`config.mk`:
```
export PLATFORM = sky130hd
export DESIGN_NAME = ahb_arbiter
export DESIGN_NICKNAME = d
export VERILOG_FILES = /design/src/rtl/ahb_pkg.sv /design/src/rtl/ahb_arb_pick.sv /design/src/rtl/ahb_arbiter.sv
export SDC_FILE = /design/constraint.sdc
export NUM_CORES = 1
export LEC_CHECK = 0
export CORE_MARGIN = 1
export CORE_UTILIZATION = 52
export CTS_CLUSTER_DIAMETER = 40
export DETAILED_ROUTE_END_ITERATION = 10
export PLACE_DENSITY = 0.85
export SYNTH_ARGS = -nofsm -noshare
export SYNTH_HDL_FRONTEND = slang
export SYNTH_SLANG_ARGS = --single-unit
```
`constraint.sdc`:
```
create_clock -name hclk -period 2.5 [get_ports hclk]
set_input_delay 0.75 -clock hclk [delete_from_list [all_inputs] [get_ports hclk]]
set_output_delay 0.75 -clock hclk [all_outputs]
set_load 0.01 [all_outputs]
```
`src/rtl/ahb_pkg.sv`:
```
// Shared AHB-Lite definitions: transfer/burst codes, arbiter state encoding and
// the burst-length decode also used by the memory slave.
package ahb_pkg;

  typedef enum logic [1:0] {
    HTRANS_IDLE   = 2'b00,
    HTRANS_BUSY   = 2'b01,
    HTRANS_NONSEQ = 2'b10,
    HTRANS_SEQ    = 2'b11
  } htrans_e;

  typedef enum logic [2:0] {
    HBURST_SINGLE = 3'b000,
    HBURST_INCR   = 3'b001,
    HBURST_WRAP4  = 3'b010,
    HBURST_INCR4  = 3'b011,
    HBURST_WRAP8  = 3'b100,
    HBURST_INCR8  = 3'b101,
    HBURST_WRAP16 = 3'b110,
    HBURST_INCR16 = 3'b111
  } hburst_e;

  typedef enum logic [1:0] {
    ARB_IDLE     = 2'b00,
    ARB_ARB      = 2'b01,
    ARB_OWN      = 2'b10,
    ARB_HANDOVER = 2'b11
  } arb_state_e;

  localparam int BEAT_CNT_W = 5;

  // Zero means unbounded (INCR): the length is not known up front.
  function automatic logic [BEAT_CNT_W-1:0] burst_beats(input logic [2:0] hburst);
    case (hburst)
      HBURST_SINGLE:                return 5'd1;
      HBURST_WRAP4,  HBURST_INCR4:  return 5'd4;
      HBURST_WRAP8,  HBURST_INCR8:  return 5'd8;
      HBURST_WRAP16, HBURST_INCR16: return 5'd16;
      default:                      return 5'd0;
    endcase
  endfunction

endpackage

```
`src/rtl/ahb_arb_pick.sv`:
```
// Combinational picker: first requester found scanning upward from ptr+1,
// wrapping modulo NUM_MASTERS. ptr = NUM_MASTERS-1 gives lowest-index priority.
module ahb_arb_pick #(
  parameter int NUM_MASTERS = 2,
  parameter int MW          = 3
) (
  input  logic [NUM_MASTERS-1:0] req,
  input  logic [MW-1:0]          ptr,
  output logic [NUM_MASTERS-1:0] win_oh,
  output logic [MW-1:0]          win_idx,
  output logic                   win_vld
);

  always_comb begin
    win_oh  = '0;
    win_idx = '0;
    win_vld = 1'b0;
    // Offset o walks the ring; candidate i matches ptr+o with or without wrap.
    for (int o = 1; o <= NUM_MASTERS; o++) begin
      for (int i = 0; i < NUM_MASTERS; i++) begin
        if (!win_vld && req[i] &&
            ((int'(ptr) + o == i) || (int'(ptr) + o == i + NUM_MASTERS))) begin
          win_vld    = 1'b1;
          win_idx    = MW'(i);
          win_oh[i]  = 1'b1;
        end
      end
    end
  end

endmodule

```
`src/rtl/ahb_arbiter.sv`:
```
// Burst-aware AHB-Lite arbiter: holds a grant for a whole defined-length burst or
// locked sequence. Define AHB_ARB_FIXED_PRIO_EN for fixed lowest-index priority.
module ahb_arbiter
  import ahb_pkg::*;
#(
  parameter int NUM_MASTERS    = 2,
  parameter int MW             = 3,
  parameter int DEFAULT_MASTER = 0
) (
  input  logic                   hclk,
  input  logic                   hresetn,
  input  logic [NUM_MASTERS-1:0] hbusreq,
  input  logic [NUM_MASTERS-1:0] hlock,
  input  logic [1:0]             htrans,
  input  logic [2:0]             hburst,
  input  logic                   hready,
  output logic [NUM_MASTERS-1:0] hgrant,
  output logic [MW-1:0]          hmaster,
  output logic                   hmastlock,
  output logic [1:0]             arb_state
);

  localparam logic [NUM_MASTERS-1:0] DEF_OH  = NUM_MASTERS'(1) << DEFAULT_MASTER;
  localparam logic [MW-1:0]          DEF_IDX = MW'(DEFAULT_MASTER);

  arb_state_e              state_q, state_d;
  logic [NUM_MASTERS-1:0]  grant_q, grant_d;
  logic [MW-1:0]           gidx_q, gidx_d;
  logic [MW-1:0]           master_q, master_d;
  logic                    mastlock_q, mastlock_d;
  logic [BEAT_CNT_W-1:0]   cnt_q, cnt_d;
  logic                    fresh_q, fresh_d;

  logic [NUM_MASTERS-1:0]  pick_oh;
  logic [MW-1:0]           pick_idx;
  logic                    pick_vld;
  logic [MW-1:0]           pick_ptr;
  logic [BEAT_CNT_W-1:0]   beats;
  logic                    own_req, own_lock, burst_end;

  ahb_arb_pick #(
    .NUM_MASTERS (NUM_MASTERS),
    .MW          (MW)
  ) u_pick (
    .req     (hbusreq),
    .ptr     (pick_ptr),
    .win_oh  (pick_oh),
    .win_idx (pick_idx),
    .win_vld (pick_vld)
  );

`ifdef AHB_ARB_FIXED_PRIO_EN
  assign pick_ptr = MW'(NUM_MASTERS - 1);
`else
  logic [MW-1:0] rr_q, rr_d;

  assign pick_ptr = rr_q;

  always_comb begin
    rr_d = rr_q;
    if (hready && (state_q == ARB_ARB || state_q == ARB_HANDOVER) && pick_vld)
      rr_d = pick_idx;
  end

  always_ff @(posedge hclk or negedge hresetn) begin
    if (!hresetn) rr_q <= DEF_IDX;
    else          rr_q <= rr_d;
  end
`endif

  // Grant is one-hot, so masking avoids a variable-width index.
  assign own_req  = |(hbusreq & grant_q);
  assign own_lock = |(hlock & grant_q);
  assign beats    = burst_beats(hburst);

  always_comb begin
    cnt_d = cnt_q;
    if (hready) begin
      if (htrans == HTRANS_NONSEQ)
        cnt_d = (beats == '0) ? '0 : beats - 5'd1;
      else if (htrans == HTRANS_SEQ && cnt_q != '0)
        cnt_d = cnt_q - 5'd1;
    end
  end

  // A nonzero count marks a defined-length burst in flight; request drops and BUSY are ignored.
  always_comb begin
    burst_end = 1'b0;
    if (htrans == HTRANS_NONSEQ)
      burst_end = (hburst == HBURST_SINGLE);
    else if (cnt_q != '0)
      burst_end = (htrans == HTRANS_SEQ) && (cnt_q == 5'd1);
    else
      burst_end = (htrans == HTRANS_IDLE) || (!own_req && htrans != HTRANS_BUSY);
  end

  // fresh_q masks the first OWN cycle: the new owner has not driven an address yet.
  always_comb begin
    state_d = state_q;
    grant_d = grant_q;
    gidx_d  = gidx_q;
    fresh_d = fresh_q;
    if (hready) begin
      case (state_q)
        ARB_IDLE: if (|hbusreq) state_d = ARB_ARB;
        ARB_ARB, ARB_HANDOVER: begin
          if (pick_vld) begin
            grant_d = pick_oh;
            gidx_d  = pick_idx;
            fresh_d = 1'b1;
            state_d = ARB_OWN;
          end else begin
            grant_d = DEF_OH;
            gidx_d  = DEF_IDX;
            state_d = ARB_IDLE;
          end
        end
        ARB_OWN: begin
          fresh_d = 1'b0;
          if (!fresh_q && burst_end && !own_lock) state_d = ARB_HANDOVER;
        end
        default: state_d = ARB_IDLE;
      endcase
    end
  end

  // hmaster and hmastlock trail the grant by one accepted address phase.
  always_comb begin
    master_d   = master_q;
    mastlock_d = mastlock_q;
    if (hready) begin
      master_d   = gidx_q;
      mastlock_d = own_lock;
    end
  end

  always_ff @(posedge hclk or negedge hresetn) begin
    if (!hresetn) begin
      state_q    <= ARB_IDLE;
      grant_q    <= DEF_OH;
      gidx_q     <= DEF_IDX;
      master_q   <= DEF_IDX;
      mastlock_q <= 1'b0;
      cnt_q      <= '0;
      fresh_q    <= 1'b0;
    end else begin
      state_q    <= state_d;
      grant_q    <= grant_d;
      gidx_q     <= gidx_d;
      master_q   <= master_d;
      mastlock_q <= mastlock_d;
      cnt_q      <= cnt_d;
      fresh_q    <= fresh_d;
    end
  end

  assign hgrant    = grant_q;
  assign hmaster   = master_q;
  assign hmastlock = mastlock_q;
  assign arb_state = state_q;

endmodule

```
==> results by stage, run 1 <==
Floorplan:
- Measured along the x axis, the die boundary spans 43.07 um.
- The top-level I/O count is 20.
- The effective utilization at floorplan is 56.90%.
- The total area inside the core boundary comes to 0.001541 mm2.
- The floorplan die height is 43.07 um.
- The site row count is 14.
- The area of the die is 0.001855 mm2.

Synth:
- Yosys instantiated no cell more often than dfrtp_1.
- Synthesis inferred 14 register bits.
- The count of flip-flops with a built-in enable after synthesis is 0.
- The synthesized instance count is 99.
- The synthesized design spends more area on one cell type than any other, namely dfrtp_1.
- The part of the Yosys area used for sequential elements is between 40% and 50%.
- The async set or reset register ratio after synthesis is 100.0%.
- The average instance in the mapped netlist occupies 8.860 um2.
- Counting distinct cell types in the post-synthesis netlist gives 35.
- The most common flop cell mapped by yosys is dfrtp_1.
- Counting instances in the post-synthesis netlist gives the leading cell types as dfrtp_1, a21oi_1, nor2_1, o21ai_0, ha_1.
- The synthesized design devotes to its leading area cell type 37.09% of total area.
- The area of the mapped netlist is just under 900 um2.
- During synthesis, Yosys emitted a total of 0 warnings.
- Sorting the synthesized cells by area gives the leading types as dfrtp_1, ha_1, a21oi_1.

Detailed routing:
- The wire length reported by the detailed router is 1904 um.
- Once detail routing completed, the nets flagged for antenna violations numbered 0.
- The wire length per cell after detailed routing is 14.32 um.
- After detailed routing, the number of remaining DRC violations is 0.
- The via count is 809.
- The detailed-route vias per instance is between 6 and 7.
- The first detailed-routing pass took 4 iterations.
- The detailed router finished its first iteration with 34 violations.

STA:
- Across the routed clock network, the largest skew measured is 0.002889 ns.
- At the pin with the least slew margin, the transition time is 0.6267 ns.
- In the finished design, the share of the clock period the worst path needs comes to a little under nine tenths.
- The number of max-slew violations in the final report is 0.
- The worst pin sits at a relative slew slack of 58.09%.
- The clock period could shrink to 2.155 ns.
- The number of hold violations in the final report is 0.
- The sum of negative setup slack is 0 ns.
- Setup violations remaining at the end of the flow were counted as 0.
- Setup repair after global routing left no endpoint under its margin.
- Static timing analysis puts the maximum clock frequency at 0.4640 GHz.
- The worst hold slack across all endpoints is 0.4913 ns.

Place:
- In this run, placement finished with an instance count of 129.
- Port buffering added 17 buffers.
- The half-perimeter wire length after placement is 1399 um.
- The global placer's final weighted congestion is 0.8514.

Clock tree:
- The clock passes through at most 2 buffers.
- The clock tree from TritonCTS is done.
- The post-cts resize count is 0.
- After clock tree synthesis, the flow added hold-fix buffers numbering 0.
- The TritonCTS buffer count is 3.
- The number of buffers inserted by post-CTS setup repair is 0.
- The clock transition time at the flip-flop clock pins of the worst setup and hold paths is 0.09 ns.
- The count of H-tree levels built during CTS is 1.
- The root buffer cell chosen for the clock tree is clkbuf_4.
- CTS saw 14 sinks.
- The source-to-sink clock delay at the later pin of the worst-skew pair is 0.29 ns.

Worst setup path:
- The sort of element at the start of the critical path is a register.
- The number of buffers and inverters on the critical path is 1.
- The data required time at the worst endpoint is around 1.8 ns.
- The maximum single-stage delay on the critical path is around 0.58 ns.
- Among cell families on the critical path, the largest total delay comes from flip-flops.
- The biggest fanout along the worst timing path is 4.
- At the worst endpoint, the arrival time is between 1 and 1.5 ns.
- The critical path goes through clkdlybuf4s50_1.
- Among all stages on the critical path, the largest delay is contributed by dfstp_2.
- The worst setup path is captured at an output port.
- The startpoint-to-endpoint class of the critical path is reg2out.

Hold path:
- The path category of the worst min-delay check is reg2reg.

Layout:
- The filler cells instantiated in the layout total between 100 and 150.
- The sequential standard cell area is 351.6 um2.
- The multi-input combinational cells in the finished layout cover a total of between 400 and 500 um2.
- In the final design database the tool counted 137 nets.
- Of the cells placed in the final design, the portion with a size suffix greater than 1 is 9.402%.
- The count of inserted antenna diode cells is 0.
- The number of standard cells in the layout, taps in and fillers out is 133.
- From synthesis to final layout, the design area changed by 23.97%.

Pwr:
- Net switching is 37.11% of the power.
- In this run, the clock network consumes 16.6% of the power.
- The analysis attributes to cell leakage a power of 0.4787 nW.
- The overall power of the completed layout is 1.023 mW.
- The power share of the combinational group is 40.3%.
- The worst-case IR drop observed on VDD is 0.5326 mV.
- The sequential group share of total power is 43.1%.
- The cell internal power dissipation is about 640 uW.
- The analysis attributes to net switching a power of 379.6 uW.
- The power density over the cells is 940.8 mW/mm2.

Global route:
- The via count of the first global-routing pass is 688.
- The total overflow reported by the global router is 0.
- The largest net degree at the start of global routing is 15.
- The number of antenna violations at the first check in global routing is 0.
- The first-pass GRT wire length is 3029 um.
- For this run, the total global-route usage over all layers was measured as a little under a quarter.

Status:
- The flow ran to the end, and the final reports show no timing, DRC or antenna violations.

Run:
- The number of violations of the max-capacitance limit is 0.
==> routing by layer <==
metal  GRT usage, %  vias to the layer above  part of all wire (%)  routed length, um
met5              0                        -                     0                  0
met4          16.36                        0                   3.3                 62
met3          2.553                        4                   5.2                 99
met2          36.36                       31                    47                886
met1          29.67                      385                    45                856
li1               -                      389                     -                  -
==> registers in the layout, summed over array words and instances, names as in the netlist, named ones only <==
name,cells
hmaster,1
cnt_q,5
gidx_q,1
hgrant,2
hmastlock,1
fresh_q,1
pick_ptr,1
arb_state,1
==> per-stage QoR <==
step	util (%)	area, um2	setup slack [ns]
global route	70.54	1087	0.2817
finish	70.54	1087	0.3449
global placement	68.18	1051	0.1945
floorplan	-	880.8	0.7911
detailed placement	68.18	1051	0.08053
CTS	70.54	1087	0.3474
==> power groups by stage <==
stage	sequential [mW]	clock, mW	combinational (mW)
2_1_floorplan	0.428	0	0.243
3_3_place_gp	0.431	0	0.391
3_5_place_dp	0.442	0	0.408
4_1_cts	0.438	0.171	0.411
5_1_grt	0.454	0.180	0.456
6_report	0.441	0.169	0.412
==> kinds of logic after synthesis <==
group                      after synthesis  synth area share [%]
DFF                                     14                 40.09
adders and majority gates                7                 9.985
and+or+nand+nor                         31                 17.55
muxes                                    2                 2.568
AOI/OAI and AO/OA                       34                 24.11
buffers and inverters                   10                 5.278
other                                    1                0.4275
==> layout make-up <==
type | instances | share of cell area, %
clock buffers | 4 | 3.337
inverters | 5 | 1.726
multi-input cells | 76 | 44.42
flip-flops and latches | 14 | 32.34
well taps | 16 | 1.841
repair buffers | 18 | 16.34
==> worst paths after layout <==
kind                            from           end  slack (ns)  depth (start not counted)
min in group asynchronous    hresetn      cnt_q[3]        0.84                          1
min reg2reg                gidx_q[0]     gidx_q[0]        0.49                          1
max                        hgrant[0]     hgrant[0]        0.34                          1
min                        gidx_q[0]     gidx_q[0]        0.49                          1
max in group asynchronous    hresetn    hmaster[0]        1.25                          1
max reg2reg                 cnt_q[0]  arb_state[0]        0.72                          6
==> placed cells by master (no fill, tap or decap), types with 3 or more instances in the layout <==
cell type / Yosys / layout
a21oi_1: 10 / 10
clkdlybuf4s50_1: 0 / 17
nor3_1: 3 / 3
nand2_1: 6 / 6
nor2_1: 10 / 10
clkbuf_4: 0 / 3
inv_1: 5 / 5
nand3_1: 4 / 4
dfrtp_1: 13 / 13
ha_1: 7 / 7
o21ai_0: 8 / 8
Note: power is estimated with default switching activity, not from simulation.
==> run 2: changes to the inputs <==
CORE_UTILIZATION = 48   (was 52)
HOLD_SLACK_MARGIN = 0.03   (was default)
PLACE_DENSITY = 0.73   (was 0.85)
clock period = 2.1 ns   (was 2.5 ns; I/O delays follow)
==> run 2 against run 1 <==
Net effect: register-to-register slack worse by 0.37 ns; largest cell class unchanged; critical endpoint unchanged; routed wire length rose by 1.6%; total power increased by 19%; combinational power up 21%; clock skew hardly changed; flip-flop and latch count stayed put.
==> results by stage, run 2 (synthesized netlist as in run 1, its figures left out) <==
Floorplan:
- The die extent in x is 44.75 um.
- The area of the die is 0.002002 mm2.
- The area of the placeable core is 0.001727 mm2.
- The floorplan die height is 44.75 um.
- The initial utilization of the core area, before any placement, comes to 50.80%.
- 20 I/O pins were placed.
- After floorplanning, the core was divided into 15 placement rows.

STA:
- Setup repair after global routing left no endpoint under its margin.
- Based on the critical path, the design can be clocked at up to 0.4975 GHz.
- The worst hold slack across all endpoints is between 0.4 and 0.5 ns.
- The number of hold violations in the final report is 0.
- Across the routed clock network, the largest skew measured is around 0.003 ns.
- The setup slack after layout is 0.08997 ns.
- The final-report setup violation count is 0.
- In the finished design, the share of the clock period the worst path needs comes to 95.72%.
- At the pin with the least slew margin, the transition time is 0.4968 ns.
- Measured against its own limit, the worst slew margin works out to 66.62%.
- The sum of negative setup slack is 0 ns.
- The number of max-slew violations in the final report came to 0.
- The final critical delay including setup and external delays is a little over 2 ns.

Worst setup path:
- For the worst setup path, the data required time is 1.47 ns.
- In this run the number of cells on the critical path is 1.
- On the critical path the largest part of the delay comes from flip-flops.
- The signal arrival time at the worst endpoint is 1.38 ns.
- In this run the critical register-to-register path is captured at arb_state[0].
- Counting both buffers and inverters, the worst setup path holds a total of 1.
- The critical-path cell with the highest stage delay is dfstp_2.
- The beginning of the worst register-to-register path is cnt_q[0].
- The maximum single-stage delay on the critical path is 0.56 ns.
- The type of destination of the critical path is an output port.
- By startpoint and endpoint, the worst setup path is classified as reg2out.
- The biggest fanout along the worst timing path is 4.
- The logic depth of the worst register-to-register path is 6.
- The setup slack of the most critical reg-to-reg path is around 0.35 ns.
- The worst setup path is launched from a register.
- Following the worst setup path forward leads to its endpoint at hgrant[0].
- The signal on the critical path passes through clkdlybuf4s50_1.
- In this run the worst setup path begins at hgrant[0].

Global route:
- The total overflow reported by the global router is 0.
- The all-layer global routing usage is a little under a quarter.
- The first global-routing pass estimated between 3000 and 4000 um of wire.
- The largest net degree at the start of global routing is 15.
- The via count of the first global-routing pass is around 800.
- The number of antenna violations at the first check in global routing was 0.

Place:
- The cell area after placement is 0.001107 mm2.
- The setup slack after placement is -0.1551 ns.
- Detailed placement ended at an HPWL of 1490 um.
- The count of buffers inserted at the top-level ports is 17.
- The global placer's final weighted congestion is 0.7946.

Clock tree:
- The clock transition time at the flip-flop clock pins of the worst setup and hold paths is around 0.09 ns.
- Clock tree synthesis selected as its root buffer the cell clkbuf_4.
- TritonCTS built the clock tree.
- The source-to-sink clock delay at the later pin of the worst-skew pair is 0.29 ns.
- TritonCTS created 3 clock buffers.
- In this run the number of H-tree levels came out at 1.
- CTS saw 14 sinks.
- The count of hold-fix buffers inserted at cts is 0.
- In this run the deepest clock path goes through 2 buffers.

Hold path:
- The path category of the worst min-delay check is reg2reg.

Pwr:
- Power spread over the standard cell area amounts to approximately 1100 mW/mm2.
- The internal portion of the total power is about 770 uW.
- The peak supply drop is 0.6455 mV.
- In this run the power spent charging and discharging nets is 447.3 uW.
- The power share of the combinational group is roughly two fifths.
- The power share of the clock group is approximately 17%.
- The static leakage is between 0.5 and 0.6 nW.
- The fraction of power spent switching nets is 36.61%.
- Sequential cells account for 42.6% of the total power.

Layout:
- The number of antenna diodes in the final layout is 0.
- The total of fill cells in the finished design is 147.
- The top register by number of flip-flops is cnt_q.
- The number of flip-flops under the largest register name is 5.
- The total non-filler cell area in the finished layout is 0.001150 mm2.
- The layout net count is 143.
- The library cell used most frequently in the layout, excluding fill and tap cells, is clkdlybuf4s50_1.
- The fraction of layout instances using a drive strength above 1 is 14.63%.
- Leaving out fill and tap cells, the most frequent cells in the layout are clkdlybuf4s50_1, dfrtp_1, a21oi_1, nor2_1, o21ai_0.
- The synthesis-to-layout area growth is 31.10%.
- Summing all multi-input logic gate instances after layout gives slightly below 500 um2.
- The sequential standard cell area is 351.6 um2.

Detailed routing:
- The first-pass iteration count of the detailed router is 5.
- The wire length reported by the detailed router is 1935 um.
- The number of DRC violations after detailed-routing iteration 0 is 25.
- The total DRC errors in the routed layout is 0.
- In the routed layout, each cell is associated on average with a via count of 5.554.
- The count of antenna-violating nets left after detailed routing is 0.
- In the final routed layout, each cell accounts on average for 13.07 um.
- The via count is 822.

Run:
- The number of violations of the max-capacitance limit is 0.

Status:
- The run finished with clean final reports.
-- run 2: cell count changes in the layout (fill, tap and decap cells not counted) --
cell | before | now
buf_4 | 1 | 7
nor4_1 | 2 | 1
nor4_2 | 0 | 1
-- run 2: per-stage QoR --
stage	total power [mW]	std cells	utilization, %
after CTS	1.223	148	66.23
after global placement	0.9945	144	64.13
after global routing	1.312	148	66.59
after detailed placement	1.021	144	64.13
final	1.222	148	66.59
after floorplan	0.7994	100	-
-- run 2: timing repair --
| item | 4_1_cts | 5_1_grt |
|---|---|---|
| setup buffers | 0 | 0 |
| resized for setup | 0 | 1 |
| endpoints found under the setup margin | 0 | 1 |
-- run 2: power by group through the flow --
stage	logic [mW]	registers, mW	clock network, mW
after floorplan	0.290	0.510	0
after global placement	0.479	0.515	0
after detailed placement	0.495	0.526	0
after CTS	0.498	0.520	0.206
after global routing	0.553	0.541	0.218
final	0.499	0.521	0.201
-- run 2: final cells by class --
cell class	instances	area share (%)
clock buffer	4	3.156
inverter	5	1.632
multi-input combinational	76	42.55
sequential	14	30.58
tap	25	2.720
timing repair buffer	24	19.37
-- run 2: worst min-delay path by stage --
stage	startpoint	end	slack, ns	depth (start not counted)
finish	gidx_q[0]	gidx_q[0]	0.50	1
detailed placement	gidx_q[0]	gidx_q[0]	0.48	1
global route	gidx_q[0]	gidx_q[0]	0.52	1
global placement	gidx_q[0]	gidx_q[0]	0.46	1
CTS	gidx_q[0]	gidx_q[0]	0.50	1
floorplan	hresetn	asynchronous set/reset pin	0.33	0
-- run 2: per-layer routing --
metal  up-vias  global-route usage (%)  wire length [um]
li1        403                       -                 -
met4         0                   7.273                28
met2        21                   38.82               937
met3         4                   6.400                88
met5         -                       0                 0
met1       394                   28.24               880
